`config.mk`:
```
export PLATFORM = sky130hd
export DESIGN_NAME = wb_stage
export DESIGN_NICKNAME = d
export VERILOG_FILES = /design/src/rtl/wb_pkg.sv /design/src/rtl/regfile16x32.sv /design/src/rtl/wb_stage.sv
export SDC_FILE = /design/constraint.sdc
export NUM_CORES = 1
export LEC_CHECK = 0
export CAP_MARGIN = 20
export CORE_MARGIN = 2
export CORE_UTILIZATION = 63
export CTS_CLUSTER_DIAMETER = 60
export CTS_CLUSTER_SIZE = 14
export DETAILED_ROUTE_END_ITERATION = 16
export PLACE_DENSITY = 0.92
export SLEW_MARGIN = 25
export SYNTH_ARGS = -nofsm -noshare
export SYNTH_HDL_FRONTEND = slang
export SYNTH_HIERARCHICAL = 1
export SYNTH_SLANG_ARGS = --single-unit
```
`constraint.sdc`:
```
create_clock -name CLK -period 8.53 [get_ports CLK]
set_clock_uncertainty 0.15 [all_clocks]
set_input_delay 2.1325 -clock CLK [delete_from_list [all_inputs] [get_ports CLK]]
set_output_delay 2.1325 -clock CLK [all_outputs]
set_load 0.05 [all_outputs]
```
`src/rtl/wb_pkg.sv`:
```
// Shared encodings for the write-back stage: source selects, flag bit
// positions inside {N,Z,C,V}, and flag-group write-enable bit positions.
package wb_pkg;

  // Write-back source select (in_S_MXRB)
  localparam logic [1:0] SEL_ALU = 2'b00;
  localparam logic [1:0] SEL_MEM = 2'b01;
  localparam logic [1:0] SEL_PC  = 2'b10;
  localparam logic [1:0] SEL_FLG = 2'b11;

  // Bit positions inside the 4-bit {N,Z,C,V} flags word
  localparam int FLG_N = 3;
  localparam int FLG_Z = 2;
  localparam int FLG_C = 1;
  localparam int FLG_V = 0;

  // Bit positions inside in_W_RF
  localparam int WRF_NZ = 2;
  localparam int WRF_C  = 1;
  localparam int WRF_V  = 0;

endpackage

```
`src/rtl/regfile16x32.sv`:
```
// Architectural register file: one synchronous write port, two
// combinational read ports, every register cleared by the async reset.
// No register is hard-wired to zero.
module regfile16x32 #(
  parameter int DATA_W = 32,
  parameter int NREGS  = 16
) (
  input  logic                     CLK,
  input  logic                     RESET,
  input  logic                     we,
  input  logic [$clog2(NREGS)-1:0] waddr,
  input  logic [DATA_W-1:0]        wdata,
  input  logic [$clog2(NREGS)-1:0] raddr_a,
  input  logic [$clog2(NREGS)-1:0] raddr_b,
  output logic [DATA_W-1:0]        rdata_a,
  output logic [DATA_W-1:0]        rdata_b
);

  logic [DATA_W-1:0] regs [NREGS];

  // Register array: clear all entries on reset, otherwise single write port
  always_ff @(posedge CLK or negedge RESET) begin
    if (!RESET) begin
      for (int i = 0; i < NREGS; i++) begin
        regs[i] <= '0;
      end
    end else if (we) begin
      regs[waddr] <= wdata;
    end
  end

  // Raw reads of committed state; bypassing is the caller's concern
  always_comb begin
    rdata_a = regs[raddr_a];
    rdata_b = regs[raddr_b];
  end

endmodule

```
`src/rtl/wb_stage.sv`:
```
// Write-back stage: picks the write-back value, commits it to the register
// file, updates NZCV, counts retired instructions and feeds forwarding info
// and bypassed register reads back to decode/execute.
//
// Slot semantics: in_valid=1 marks a real instruction that retires on the
// next rising CLK; in_valid=0 is a bubble that touches no state. There is no
// back-pressure, so the stage has no ready signal.
module wb_stage
  import wb_pkg::*;
#(
  parameter int DATA_W = 32,
  parameter int NREGS  = 16
) (
  input  logic                     CLK,
  input  logic                     RESET,
  input  logic                     in_valid,
  input  logic [$clog2(NREGS)-1:0] in_WC,
  input  logic [DATA_W-1:0]        in_PC,
  input  logic [DATA_W-1:0]        in_PR,
  input  logic [DATA_W-1:0]        in_alu_res,
  input  logic [3:0]               in_flags,
  input  logic [1:0]               in_S_MXRB,
  input  logic                     in_W_RB,
  input  logic [2:0]               in_W_RF,
  input  logic [$clog2(NREGS)-1:0] rd_addr_a,
  input  logic [$clog2(NREGS)-1:0] rd_addr_b,
  output logic [DATA_W-1:0]        rd_data_a,
  output logic [DATA_W-1:0]        rd_data_b,
  output logic                     wb_we,
  output logic [$clog2(NREGS)-1:0] wb_addr,
  output logic [DATA_W-1:0]        wb_data,
  output logic [3:0]               flags_q,
  output logic [31:0]              retire_count
);

  logic [DATA_W-1:0] rf_rdata_a;
  logic [DATA_W-1:0] rf_rdata_b;
  logic [3:0]        flags_r;
  logic [31:0]       retire_q;

  // Write-back source mux and forwarding outputs
  always_comb begin
    wb_data = in_alu_res;
    case (in_S_MXRB)
      SEL_ALU: wb_data = in_alu_res;
      SEL_MEM: wb_data = in_PR;
      SEL_PC:  wb_data = in_PC;
      SEL_FLG: wb_data = {{(DATA_W-4){1'b0}}, in_flags};
      default: wb_data = in_alu_res;
    endcase
    wb_we   = in_valid & in_W_RB;
    wb_addr = in_WC;
  end

  regfile16x32 #(
    .DATA_W (DATA_W),
    .NREGS  (NREGS)
  ) u_rf (
    .CLK     (CLK),
    .RESET   (RESET),
    .we      (wb_we),
    .waddr   (in_WC),
    .wdata   (wb_data),
    .raddr_a (rd_addr_a),
    .raddr_b (rd_addr_b),
    .rdata_a (rf_rdata_a),
    .rdata_b (rf_rdata_b)
  );

  // Write-through bypass so decode sees this cycle's write with no gap
  always_comb begin
    rd_data_a = (wb_we && (rd_addr_a == in_WC)) ? wb_data : rf_rdata_a;
    rd_data_b = (wb_we && (rd_addr_b == in_WC)) ? wb_data : rf_rdata_b;
  end

  // Flags register: per-group enables, only for valid instructions
  always_ff @(posedge CLK or negedge RESET) begin
    if (!RESET) begin
      flags_r <= 4'b0000;
    end else if (in_valid) begin
      if (in_W_RF[WRF_NZ]) begin
        flags_r[FLG_N] <= in_flags[FLG_N];
        flags_r[FLG_Z] <= in_flags[FLG_Z];
      end
      if (in_W_RF[WRF_C]) begin
        flags_r[FLG_C] <= in_flags[FLG_C];
      end
      if (in_W_RF[WRF_V]) begin
        flags_r[FLG_V] <= in_flags[FLG_V];
      end
    end
  end

  // Retired-instruction counter, wraps naturally at 2^32
  always_ff @(posedge CLK or negedge RESET) begin
    if (!RESET) begin
      retire_q <= 32'd0;
    end else if (in_valid) begin
      retire_q <= retire_q + 32'd1;
    end
  end

  assign flags_q      = flags_r;
  assign retire_count = retire_q;

endmodule

```
* After elaboration in Yosys (flattened, before gate mapping)
Index checks and enable logic that the tools add are counted.
Cells by class: bitwise operators 4, reduce and logical (&&, ||, !) cells 7, add/sub/neg operators 1, magnitude comparators 4, multiplexer cells 12, equal/unequal tests 5
Operators with widths (count):
- bitwise mux 512 bit | 1
- binary-select mux 32 bit (select 4 bit) | 2
- two-way mux 32 bit | 7
- demux 32 bit (select 4 bit) | 1
- one-hot mux 32 bit (4 select lines) | 1
- adder 32 x 1 -> 32 bit (second input constant) | 1
- >= comparator 5 bit (second input constant) | 3
- inverter 4 -> 5 bit | 3
- == test 4 bit | 2
- AND reduction 2 bit | 3
- < comparator 5 x 1 -> 1 bit (second input constant) | 1
- == test 2 bit (second input constant) | 2
- logical AND 1 bit | 3
- == test 2 x 1 -> 1 bit (second input constant) | 1
- logical NOT 2 bit | 1
- AND 1 bit | 1
Storage, ports and cells: input bits 121, logic and storage cells 53, output and inout bits 137, flip-flop bits (word level) 548

* Logic depth before layout (Yosys ltp)
word-level depth 6, depth in mapped cells 8, mapped depth without buffers 5

* Cells and area by module
The synthesis kept the hierarchy.
By module, submodules not included:
- regfile16x32 | sequential area each 12812.3 um^2, cells an instance 1675, instances 1, area an instance 26457.9 um^2
- wb_stage | sequential area each 900.9 um^2, cells an instance 324, instances 1, area an instance 3238.1 um^2

* Least setup slack after synthesis
Ideal clock, no wire load.
path kind input port to output port, start input port in_S_MXRB[0], end output port rd_data_b[19], arrival 4.902 ns, path buffers 3, data required time 6.247 ns, slack 1.346 ns, cell stages on the path 6, cell sequence buf_2 buf_2 buf_4 mux2i_1 o21ai_0 mux2_1
On the way: longest elaborated chain between the ends 3, elaborated cells on any way between the ends 6, classes of those cells 3 x eq/ne; 2 x mux; 1 x reduce/logical
RTL lines:
- start, declared | RTL line wb_stage.sv:22 | input logic [1:0] in_S_MXRB,
- == test 2 bit, or another cell as far along | RTL line wb_stage.sv:44 | case (in_S_MXRB)
- one-hot mux 32 bit (4 select lines) * | RTL line wb_stage.sv:44
- via wb_data[19] | RTL line wb_stage.sv:31 | output logic [DATA_W-1:0] wb_data,
- two-way mux 32 bit * | RTL line wb_stage.sv:73 | rd_data_b = (wb_we && (rd_addr_b == in_WC)) ? wb_data : rf_rdata_b;
- end, declared | RTL line wb_stage.sv:28 | output logic [DATA_W-1:0] rd_data_b,
Mark *: on every way through the listed nets, which the timed path passes. The rest lies on a longest branch.

* Final worst setup path
start input port in_WC[2], end output port rd_data_b[18]
On the way: longest elaborated chain between the ends 3
RTL lines:
- start, declared | RTL line wb_stage.sv:17 | input logic [$clog2(NREGS)-1:0] in_WC,
- == test 4 bit | RTL line wb_stage.sv:73
- logical AND 1 bit | RTL line wb_stage.sv:73
- two-way mux 32 bit | RTL line wb_stage.sv:73
Every way passes these cells.

==> impl_metrics.py <==
metrics = {
    "final_layout": {
        "n_antenna_cell": 0,
        "final_cell_mix": "548 x mux2_2, 548 x dfrtp_1, 260 x mux4_2, 250 x clkdlybuf4s50_1, 128 x a22oi_1",
        "nFillCells": 2664,
        "multi_input_area_um2": 15310,
        "drive_above_1_share_pct": 45.39,
        "fin_area_um2": 34300,
        "utilization_pct": 73.67,
        "area_delta_synth_final_pct": 15.50,
        "regArea_um2": 13710,
        "instances_no_fill": 2797,
        "nets": 2302,
    },
    "cts": {
        "numCtsBuffers": 46,
        "cts_tree": "built",
        "cts_sinks": 548,
        "ctsRootBufferMaster": "clkbuf_16",
        "post_cts_buffers": 0,
        "clock_latency_ns": 0.59,
        "clockBufferDepth": 3,
        "hold_buffers": 0,
        "ctsResizeCount": 0,
        "htreeDepth": 2,
        "clkTransAtPathRegs_ns": 0.06,
    },
    "logic_synthesis": {
        "synth_area_per_cell_um2": 14.86,
        "yosysTopAreaCell": "dfrtp_1",
        "synth_edf_count": 0,
        "synth_area_um2": 29700,
        "synth_top_area_share_pct": 46.18,
        "synthFlopType": "dfrtp_1",
        "synth.area.top_cells": "dfrtp_1 46%, mux2_2 21%, mux4_2 20%, a22oi_1 3.2%, buf_2 1.4%",
        "synth_nets": 2121,
        "synth_warnings": 6,
        "synthArstFlopShare_pct": 100.0,
        "ys_ff_latch": 548,
        "yosysSeqAreaShare_pct": 46.18,
        "netlist_instances": 1999,
        "synth_cell_type_count": 37,
    },
    "sta": {
        "setup_viol": 0,
        "relSlewSlack_pct": 28.51,
        "final_hold_viol_count": 0,
        "whs_ns": 0.3301,
        "tns_ns": 0,
        "max_freq_mhz": 132.4,
        "tightest_slew_ns": 1.070,
        "setup_ws_ns": 0.9762,
        "drv_slew": 0,
        "fin_crit_sh_pct": 88.56,
        "fin_crit_ns": 7.554,
        "rsz0062_at_grt": "false",
    },
    "route": {
        "drtIter0Drc": 2205,
        "first_pass_iters": 7,
        "drt-total-wl_um": 84420,
        "drc": 0,
        "via_per_inst": 7.252,
        "vias": 20290,
        "wl_met2_um": 41200,
        "avgRoutedWirePerCell_um": 30.18,
        "top_layer": "met4",
        "routed-wl-met3_um": 7288,
        "postRouteAntennaNets": 0,
        "wl_met1_um": 30720,
    },
    "die": {
        "num_rows": 79,
        "start_util_pct": 63.79,
        "pin_count": 258,
        "die_y_um": 221.1,
        "die-area_um2": 48890,
        "die_w_um": 221.1,
        "coreArea_um2": 46560,
    },
    "critical_path": {
        "crit_path_frequent_cell": "clkdlybuf4s50_1",
        "crit_family": "buffers and inverters",
        "crit_path_start_kind": "primary input",
        "r2r-start": "retire_count[0]",
        "arrival_ns": 5.27,
        "rrSetupSlack_ns": 6.28,
        "max_stage_delay_ns": 0.72,
        "worstRegToRegCells": 5,
        "crit_fanout": 32,
        "cp_num_buf_inv": 3,
        "crit_required_ns": 6.25,
        "worstSetupPathType": "primary input to primary output",
        "worst_path_max_delay_cell": "clkdlybuf4s50_1",
        "worst_r2r_endpoint": "retire_count[20]",
        "cp-end-kind": "primary output",
        "path_cells": "clkdlybuf4s50_1 > xor2_1 > a2111oi_2 > o2111ai_4 > buf_4 > mux2_1 > clkdlybuf4s50_1",
    },
    "pwr": {
        "leakage_nw": 14.97,
        "sw_frac_of_total_pct": 31.48,
        "combPwrFrac_pct": 28.1,
        "powerDensity_nw_per_um2": 217.6,
        "max-vdd-ir-drop_uv": 231.9,
        "fin_total_pwr_mw": 7.464,
        "seqPwrFrac_pct": 46.0,
        "net-switching-power_mw": 2.350,
        "clock_power_share_pct": 25.9,
        "internal-power_mw": 5.114,
    },
    "global_routing": {
        "grt_pass1_wl_um": 129800,
        "grt_max_degree": 205,
        "antenna_found_initial": 1,
        "gr-usage-all-layers_pct": 34.68,
        "grt_pass1_vias": 21850,
        "grt.overflow.total": 0,
    },
    "placed_design": {
        "post-dp-hpwl_um": 50380,
        "io_buffers": 257,
        "gp_congestion": 0.8201,
        "preCtsSetupSlack_ns": 0.9125,
        "placed_cells": 2738,
        "placed_area_um2": 32980,
    },
    "min_path": {
        "whs_path_depth": 1,
        "hp-start": "retire_count[31]",
        "hold_path.class": "flip-flop to flip-flop",
        "whs_endpoint": "retire_count[31]",
    },
    "flow_run": {
        "maxCapViolations": 0,
    },
    "outcome": {
        "outcome": "complete, no violations",
    },
}
## cells by family (layout without fill, tap and decap cells)
family | Yosys count | in the layout | share of synthesized area (%)
muxes | 869 | 869 | 42.69
DFF | 548 | 548 | 46.18
buffers and inverters | 199 | 390 | 2.979
and+or+nand+nor | 187 | 187 | 3.227
AOI/OAI and AO/OA | 158 | 158 | 3.788
xor gates and xnor gates | 37 | 37 | 1.091
adders and majority gates | 1 | 1 | 0.04213
## cells in the mapped netlist, drive strengths merged (12+ instances only)
cell,count
mux2i,28
a22oi,128
mux4,260
clkbuf,103
nor2,13
xnor2,12
nor3,15
mux2,581
xor2,25
buf,91
dfrtp,548
nand2,107
o21ai,28
## final cells by class
| type | count | area share, % |
|---|---|---|
| Multi-Input combinational cell | 1252 | 44.64 |
| Timing Repair Buffer | 327 | 9.459 |
| Inverter | 5 | 0.05472 |
| Sequential cell | 548 | 39.98 |
| Tap cell | 607 | 2.214 |
| Clock buffer | 52 | 3.480 |
| Clock inverter | 6 | 0.1678 |
## state kept, by name (all words and copies together) (netlist names)
name,flops
retire_count,32
u_rf/regs,512
flags_q,4
## worst max path at each step
stage                      start            end  slack, ns  cells past startpoint
finish                  in_WC[2]  rd_data_b[18]       0.98                      7
global route        rd_addr_b[0]   rd_data_b[3]       0.92                      7
detailed placement  in_S_MXRB[0]  rd_data_a[11]       0.91                      6
floorplan           in_S_MXRB[0]  rd_data_b[19]       1.35                      6
global placement    in_S_MXRB[0]  rd_data_a[21]       1.04                      6
CTS                 in_S_MXRB[0]  rd_data_a[16]       0.94                      6
## power by group through the flow
stage               Clock (mW)  Sequential [mW]  Combinational, mW
finish                    1.93             3.43               2.10
global route              2.06             3.47               2.20
CTS                       1.95             3.41               2.09
detailed placement           0             3.45               2.07
global placement             0             3.37               2.00
floorplan                    0             3.38               1.43
## routing by layer
layer,global-route usage [%],up-vias
met3,8.233,388
met4,19.51,0
met5,0,-
met2,56.29,1207
met1,43.24,10640
li1,-,8046
Power figures use the tool's default switching activity.
